`src/rtl/cdf_writeback_if.sv`:
```
// Fetch-to-writeback handshake bundle: bin value/address in, tagged memory write out.
// The slave side is the writeback stage; the master side feeds it and plays the memory.
interface cdf_writeback_if #(
  parameter int DATA_W = 20,
  parameter int ADDR_W = 16
);
  logic              start_in;
  logic [DATA_W-1:0] accum_in;
  logic [ADDR_W-1:0] store_addr;
  logic              write_ready;
  logic              write_enable;
  logic [ADDR_W-1:0] write_addr;
  logic [127:0]      write_bus;

  modport master (
    output start_in, accum_in, store_addr, write_ready,
    input  write_enable, write_addr, write_bus
  );

  modport slave (
    input  start_in, accum_in, store_addr, write_ready,
    output write_enable, write_addr, write_bus
  );
endinterface

```
`src/rtl/cdf_writeback.sv`:
```
// Saturating running-sum (CDF) writeback: one tagged 128-bit write per bin, head valid the cycle after push.
// A small write FIFO absorbs WriteReady backpressure; pushes into a full FIFO without a same-cycle pop are dropped.
module cdf_writeback #(
  parameter int          DATA_W     = 20,
  parameter int          ADDR_W     = 16,
  parameter int          BINS       = 256,
  parameter int          FIFO_DEPTH = 4,
  parameter logic [15:0] TAG        = 16'hAAAA
) (
  input  logic               i_clk,
  input  logic               i_rst,
  input  logic               i_start,
  cdf_writeback_if.slave     bus,
  output logic               o_done,
  output logic               o_overflow,
  output logic               o_saturated
);
  localparam int CNT_W = $clog2(BINS) + 1;
  localparam int PTR_W = $clog2(FIFO_DEPTH);
  localparam int LVL_W = PTR_W + 1;
  localparam int PAD_W = 128 - 16 - DATA_W;

  typedef enum logic [1:0] {S_IDLE, S_ACCUM, S_DRAIN, S_DONE} state_t;

  state_t            r_state, w_state_nxt;
  logic [DATA_W-1:0] r_sum;
  logic [CNT_W-1:0]  r_count;
  logic [PTR_W-1:0]  r_wr, r_rd;
  logic [LVL_W-1:0]  r_level, w_level_nxt;
  logic              r_overflow, r_saturated;
  logic [ADDR_W-1:0] r_fifo_addr [FIFO_DEPTH];
  logic [DATA_W-1:0] r_fifo_dat  [FIFO_DEPTH];

  logic              w_active, w_we, w_pop, w_take, w_full, w_push, w_drop, w_flush, w_clip, w_last;
  logic [DATA_W:0]   w_sum_wide;
  logic [DATA_W-1:0] w_sum_nxt;

  always_comb begin
    w_active   = (r_state == S_ACCUM) || (r_state == S_DRAIN);
    w_we       = w_active && (r_level != '0);
    w_pop      = w_we && bus.write_ready;
    w_flush    = w_active && !i_start;
    // An aborting cycle ignores the fetch stage entirely.
    w_take     = (r_state == S_ACCUM) && i_start && bus.start_in;
    w_sum_wide = {1'b0, r_sum} + {1'b0, bus.accum_in};
    w_clip     = w_sum_wide[DATA_W];
    w_sum_nxt  = w_clip ? {DATA_W{1'b1}} : w_sum_wide[DATA_W-1:0];
    w_full     = (r_level == LVL_W'(FIFO_DEPTH));
    w_push     = w_take && (!w_full || w_pop);
    w_drop     = w_take && w_full && !w_pop;
    w_last     = (r_count == CNT_W'(BINS - 1));

    w_level_nxt = r_level;
    if (w_push && !w_pop)
      w_level_nxt = r_level + LVL_W'(1);
    else if (!w_push && w_pop)
      w_level_nxt = r_level - LVL_W'(1);
  end

  always_comb begin
    w_state_nxt = r_state;
    case (r_state)
      S_IDLE:  if (i_start) w_state_nxt = S_ACCUM;
      S_ACCUM: begin
        if (!i_start)
          w_state_nxt = S_IDLE;
        else if (w_take && w_last)
          w_state_nxt = S_DRAIN;
      end
      // Look at the post-pop level so Done follows the final pop edge directly.
      S_DRAIN: begin
        if (!i_start)
          w_state_nxt = S_IDLE;
        else if (w_level_nxt == '0)
          w_state_nxt = S_DONE;
      end
      S_DONE:  if (!i_start) w_state_nxt = S_IDLE;
      default: w_state_nxt = S_IDLE;
    endcase
  end

  always_ff @(posedge i_clk or posedge i_rst) begin
    if (i_rst) begin
      r_state     <= S_IDLE;
      r_sum       <= '0;
      r_count     <= '0;
      r_wr        <= '0;
      r_rd        <= '0;
      r_level     <= '0;
      r_overflow  <= 1'b0;
      r_saturated <= 1'b0;
    end else begin
      r_state <= w_state_nxt;

      if (r_state == S_IDLE) begin
        r_sum   <= '0;
        r_count <= '0;
      end else if (w_take) begin
        r_sum   <= w_sum_nxt;
        r_count <= r_count + CNT_W'(1);
      end

      if (r_state == S_IDLE || w_flush) begin
        r_wr    <= '0;
        r_rd    <= '0;
        r_level <= '0;
      end else begin
        if (w_push) r_wr <= r_wr + PTR_W'(1);
        if (w_pop)  r_rd <= r_rd + PTR_W'(1);
        r_level <= w_level_nxt;
      end

      if (r_state == S_IDLE && i_start) begin
        r_overflow  <= 1'b0;
        r_saturated <= 1'b0;
      end else begin
        if (w_drop)           r_overflow  <= 1'b1;
        if (w_take && w_clip) r_saturated <= 1'b1;
      end
    end
  end

  always_ff @(posedge i_clk) begin
    if (w_push) begin
      r_fifo_addr[r_wr] <= bus.store_addr;
      r_fifo_dat[r_wr]  <= w_sum_nxt;
    end
  end

  // Gating by write_enable keeps stale FIFO contents off the bus after reset or flush.
  assign bus.write_enable = w_we;
  assign bus.write_addr   = w_we ? r_fifo_addr[r_rd] : '0;
  assign bus.write_bus    = w_we ? {{PAD_W{1'b0}}, TAG, r_fifo_dat[r_rd]} : '0;
  assign o_done           = (r_state == S_DONE);
  assign o_overflow       = r_overflow;
  assign o_saturated      = r_saturated;
endmodule

```
`src/flat_wrapper.sv`:
```
// flat-port wrapper written by rule: the top's interface ports become plain ports
module cdf_writeback_flat 
#(
  parameter int          DATA_W     = 20,
  parameter int          ADDR_W     = 16,
  parameter int          BINS       = 256,
  parameter int          FIFO_DEPTH = 4,
  parameter logic [15:0] TAG        = 16'hAAAA
)
  (i_clk, i_rst, i_start, o_done, o_overflow, o_saturated, bus_start_in, bus_accum_in, bus_store_addr, bus_write_ready, bus_write_enable, bus_write_addr, bus_write_bus);
  cdf_writeback_if #(.DATA_W(DATA_W), .ADDR_W(ADDR_W)) bus_i ();
  input  logic i_clk;
  input  logic i_rst;
  input  logic i_start;
  output logic o_done;
  output logic o_overflow;
  output logic o_saturated;
  input wire logic [$bits(bus_i.start_in)-1:0] bus_start_in;
  input wire logic [$bits(bus_i.accum_in)-1:0] bus_accum_in;
  input wire logic [$bits(bus_i.store_addr)-1:0] bus_store_addr;
  input wire logic [$bits(bus_i.write_ready)-1:0] bus_write_ready;
  output wire logic [$bits(bus_i.write_enable)-1:0] bus_write_enable;
  output wire logic [$bits(bus_i.write_addr)-1:0] bus_write_addr;
  output wire logic [$bits(bus_i.write_bus)-1:0] bus_write_bus;
  assign bus_i.start_in = bus_start_in;
  assign bus_i.accum_in = bus_accum_in;
  assign bus_i.store_addr = bus_store_addr;
  assign bus_i.write_ready = bus_write_ready;
  assign bus_write_enable = bus_i.write_enable;
  assign bus_write_addr = bus_i.write_addr;
  assign bus_write_bus = bus_i.write_bus;
  cdf_writeback #(.DATA_W(DATA_W), .ADDR_W(ADDR_W), .BINS(BINS), .FIFO_DEPTH(FIFO_DEPTH), .TAG(TAG)) u_core (.i_clk(i_clk), .i_rst(i_rst), .i_start(i_start), .bus(bus_i), .o_done(o_done), .o_overflow(o_overflow), .o_saturated(o_saturated));
endmodule
```
`config.mk`:
```
export PLATFORM = sky130hd
export DESIGN_NAME = cdf_writeback_flat
export DESIGN_NICKNAME = d
export VERILOG_FILES = /design/src/rtl/cdf_writeback_if.sv /design/src/rtl/cdf_writeback.sv /design/src/flat_wrapper.sv
export SDC_FILE = /design/constraint.sdc
export NUM_CORES = 1
export LEC_CHECK = 0
export CORE_ASPECT_RATIO = 0.7
export CORE_MARGIN = 4
export CORE_UTILIZATION = 55
export DETAILED_ROUTE_END_ITERATION = 6
export GPL_ROUTABILITY_DRIVEN = 0
export PLACE_DENSITY_LB_ADDON = 0.15
export REMOVE_ABC_BUFFERS = 1
export SLEW_MARGIN = 30
export SYNTH_ARGS = -nofsm -noshare
export SYNTH_HDL_FRONTEND = slang
export SYNTH_SLANG_ARGS = --single-unit
export TNS_END_PERCENT = 50
```
`constraint.sdc`:
```
create_clock -name i_clk -period 6.8 [get_ports i_clk]
set_input_delay 2.04 -clock i_clk [delete_from_list [all_inputs] [get_ports i_clk]]
set_output_delay 2.04 -clock i_clk [all_outputs]
set_load 0.005 [all_outputs]
```
==> impl_metrics.toml <==
[detailed_routing]
wl_microns = 20640
detail_route.vias_per_cell = 5.739
dr.pass1.iters = 5
drtIter0Drc = 522
vias = 6169
dr.max_layer_used = "met4"
drc = 0
ant_nets = 0
wl_met1_microns = 8852
wl_met2_microns = 9590
wire_per_inst_microns = 19.20
wl_met3_microns = 1802

[worst_setup_path]
reg2regPathDepth = 8
r2r-end = "u_core.r_fifo_addr[3][13]$_DFFE_PP_"
reg2reg_from = "u_core.r_level[0]$_DFF_PP0_"
crit_path_start = "u_core.r_rd[0]$_DFFE_PP0P_"
required_ns = 4.76
crit_fanout = 21
crit_type = "reg2out"
cp_slowest_stage_delay_ns = 0.76
worstSetupStartpointType = "register"
endpoint_kind = "output port"
cpMaxStageDelayCell = "dfrtp_2"
endpoint = "bus_write_bus[4]"
path_cells = "buf_4, mux4_2, and3_1, clkdlybuf4s50_1"
cp.arrival_ns = 2.97
reg2reg_slack_ns = 3.85

[sta]
fin_setup_tns_ns = 0
finalCritPeriodShare = 0.7371
finalHoldViolCount = 0
slew_headroom = 0.3944
setup_viol = 0
rsz0062_at_grt = "no"
skew_ns = 0.009568
drv_slew = 0
fmax_mhz = 199.5
whs_ns = 0.5422
tightest_slew_ns = 0.9083
min_period_ns = 5.013

[pwr]
leakage_nw = 4.166
peakVddDrop_v = 0.0003128
p_comb_frac = 0.408
switchingPower_mw = 1.578
p_sw_frac = 0.3584
clock_power_share = 0.226
p_int_mw = 2.825
p_total_mw = 4.403
power_frac_seq = 0.366
powerDensity_nw_per_um2 = 403.2

[die]
die_w_microns = 166.8
std_cell_rows = 40
dieArea_sq_um = 19860
coreArea_sq_um = 17220
io_pins = 189
start_util = 0.5636
die_h_microns = 119.1

[cells_and_area]
drive_gt1_frac = 0.1197
diodes = 0
final_nets = 906
nFillCells = 1331
register_area_sq_um = 5326
multi_input_area_sq_um = 3701
area_delta_synth_final_pct = 12.53

[yosys]
synth_ff_type = "edfxtp_1"
synth-compound-area-share = 0.08279
yosys.area_share.simple = 0.1075
avgSynthCellArea_sq_um = 12.67
synth-edff-count = 144
synth_xor_xnor_area_share = 0.02076
synth_top_family_by_area = "buffers and inverters"
ys_seq_elements = 184
synth_warnings = 0
ys_async_sr_fraction = 0.2174
synthesis.area_sq_um = 9703
syn_inst = 766
synth_seq_area_share = 0.5488
synthAdderAreaFrac = 0.04462
muxShareOfSynthArea = 0.08575
yosysUniqueCellTypes = 58

[clocking]
cts.path.max_buffers = 2
tritoncts = "built"
htree_levels = 4
numCtsBuffers = 17
clock_latency_ns = 0.43
post_cts_buffers = 0
cts-resized-gates = 0
root_buffer = "clkbuf_16"
cts.clk_slew.worst_paths_ns = 0.07
cts.sinks = 184
cts.hold.buffers_added = 0

[grt]
grt_overflow = 0
grt_use_total = 0.2089
grt_max_degree = 44
grt_pass1_vias = 6143
grt_pass1_wl_microns = 32750
antenna_found_initial = 0

[job]
maxCapViolations = 0

[worst_hold_path]
min_path_type = "reg2reg"

[placed_design]
hpwl_microns = 13670
io_buffer_count = 88

[outcome]
status = "finished, final reports clean"
cell type report:
cell class,instances,area share
timing repair buffer,97,0.08800
clock inverter,14,0.01467
tap,231,0.02647
clock buffer,18,0.03930
sequential,184,0.4878
multi-input combinational,517,0.3389
inverter,14,0.004813
power groups by stage:
stage	Combinational, mW	Sequential (mW)	Clock [mW]
final	1.80	1.61	0.995
after global routing	1.97	1.63	1.05
after CTS	1.79	1.61	1.01
after detailed placement	1.78	1.63	0
after global placement	1.72	1.62	0
after floorplan	1.14	1.63	0
routing by layer:
metal | track usage | vias to the layer above
met1 | 0.2919 | 3033
met2 | 0.3340 | 315
met5 | 0 | -
met3 | 0.04512 | 46
li1 | - | 2775
met4 | 0.06132 | 0
cell families after synthesis:
kind of cell    after synthesis
simple gates                205
flops                       184
buf+inv                     164
compound gates              117
mux                          38
fa+ha+maj                    34
xor+xnor                     23
other cells                   1
critical path, delay by kind of cell, from the launching register on:
family	cells	cell delay, ns
mux	1	0.55
simple gates	1	0.24
buf+inv	2	0.98
flops	1	0.76
through the flow:
| step | setup slack [ns] | utilization | std cells | area (sq um) |
|---|---|---|---|---|
| floorplan | 2.363 | - | 715 | 9066 |
| global placement | 1.617 | 0.5984 | 1042 | 10300 |
| detailed placement | 1.866 | 0.5999 | 1043 | 10330 |
| CTS | 1.712 | 0.6342 | 1075 | 10920 |
| global route | 1.555 | 0.6342 | 1075 | 10920 |
| finish | 1.787 | 0.6342 | 1075 | 10920 |
placed cells by master (no fill, tap or decap), types with 14 or more instances in the layout:
| cell | n |
|---|---|
| xnor2_1 | 15 |
| mux4_2 | 36 |
| o21ai_0 | 17 |
| edfxtp_1 | 144 |
| ha_1 | 33 |
| inv_1 | 14 |
| nand2_1 | 40 |
| a211oi_1 | 15 |
| nor2_1 | 46 |
| and3_1 | 41 |
| dfrtp_1 | 39 |
| conb_1 | 100 |
| nand3_1 | 15 |
| nor3_1 | 24 |
| clkbuf_16 | 17 |
| clkdlybuf4s50_1 | 88 |
| a21oi_1 | 36 |
state kept, by name (all words and copies together), names as in the netlist:
| signal | cells |
|---|---|
| u_core.r_fifo_dat | 80 |
| u_core.r_count | 9 |
| u_core.r_rd | 2 |
| u_core.r_fifo_addr | 64 |
| u_core.o_overflow | 1 |
| u_core.r_state | 2 |
| u_core.r_sum | 20 |
| u_core.r_level | 3 |
| u_core.r_wr | 2 |
| u_core.o_saturated | 1 |
cells in the mapped netlist, types with 2 or more instances:
cell type  count  area (sq um)
nor4_1         3         18.77
a311oi_1       3         26.28
nand2_1       40         150.1
or2_2          9         56.30
nor2_1        46         172.7
buf_1          2         7.510
dfrtp_1       40          1001
inv_1         14         52.55
or3_1          4         25.02
mux4_2        36         810.8
a21oi_1       36         180.2
ha_1          33         412.9
nand2b_1       2         12.51
clkbuf_1      23         86.33
edfxtp_1     144          4324
a211oi_1      15         112.6
a31oi_1        5         31.28
and2_1         8         50.05
buf_2         10         50.05
xnor2_1       15         131.4
nand4_1        8         50.05
and3_1        41         256.5
nand3_1       15         75.07
a21o_1         5         37.54
nor3_1        24         120.1
o21ai_0       18         90.09
a41oi_1        5         43.79
o21a_1         9         67.56
xor2_1         8         70.07
buf_4        113         848.3
o211ai_1       5         37.54
how the worst min path moves through the flow:
stage                                    from                        endpoint  cells after the start
3_5_place_dp    u_core.o_overflow$_DFFE_PP0P_   u_core.o_overflow$_DFFE_PP0P_                      2
6_report       u_core.o_saturated$_DFFE_PP0P_  u_core.o_saturated$_DFFE_PP0P_                      2
5_1_grt           u_core.r_sum[0]$_DFFE_PP0P_     u_core.r_sum[0]$_DFFE_PP0P_                      2
2_1_floorplan   u_core.r_count[6]$_DFFE_PP0P_   u_core.r_count[6]$_DFFE_PP0P_                      2
3_3_place_gp   u_core.o_saturated$_DFFE_PP0P_  u_core.o_saturated$_DFFE_PP0P_                      2
4_1_cts        u_core.o_saturated$_DFFE_PP0P_  u_core.o_saturated$_DFFE_PP0P_                      2
(Power assumes the default switching activity.)
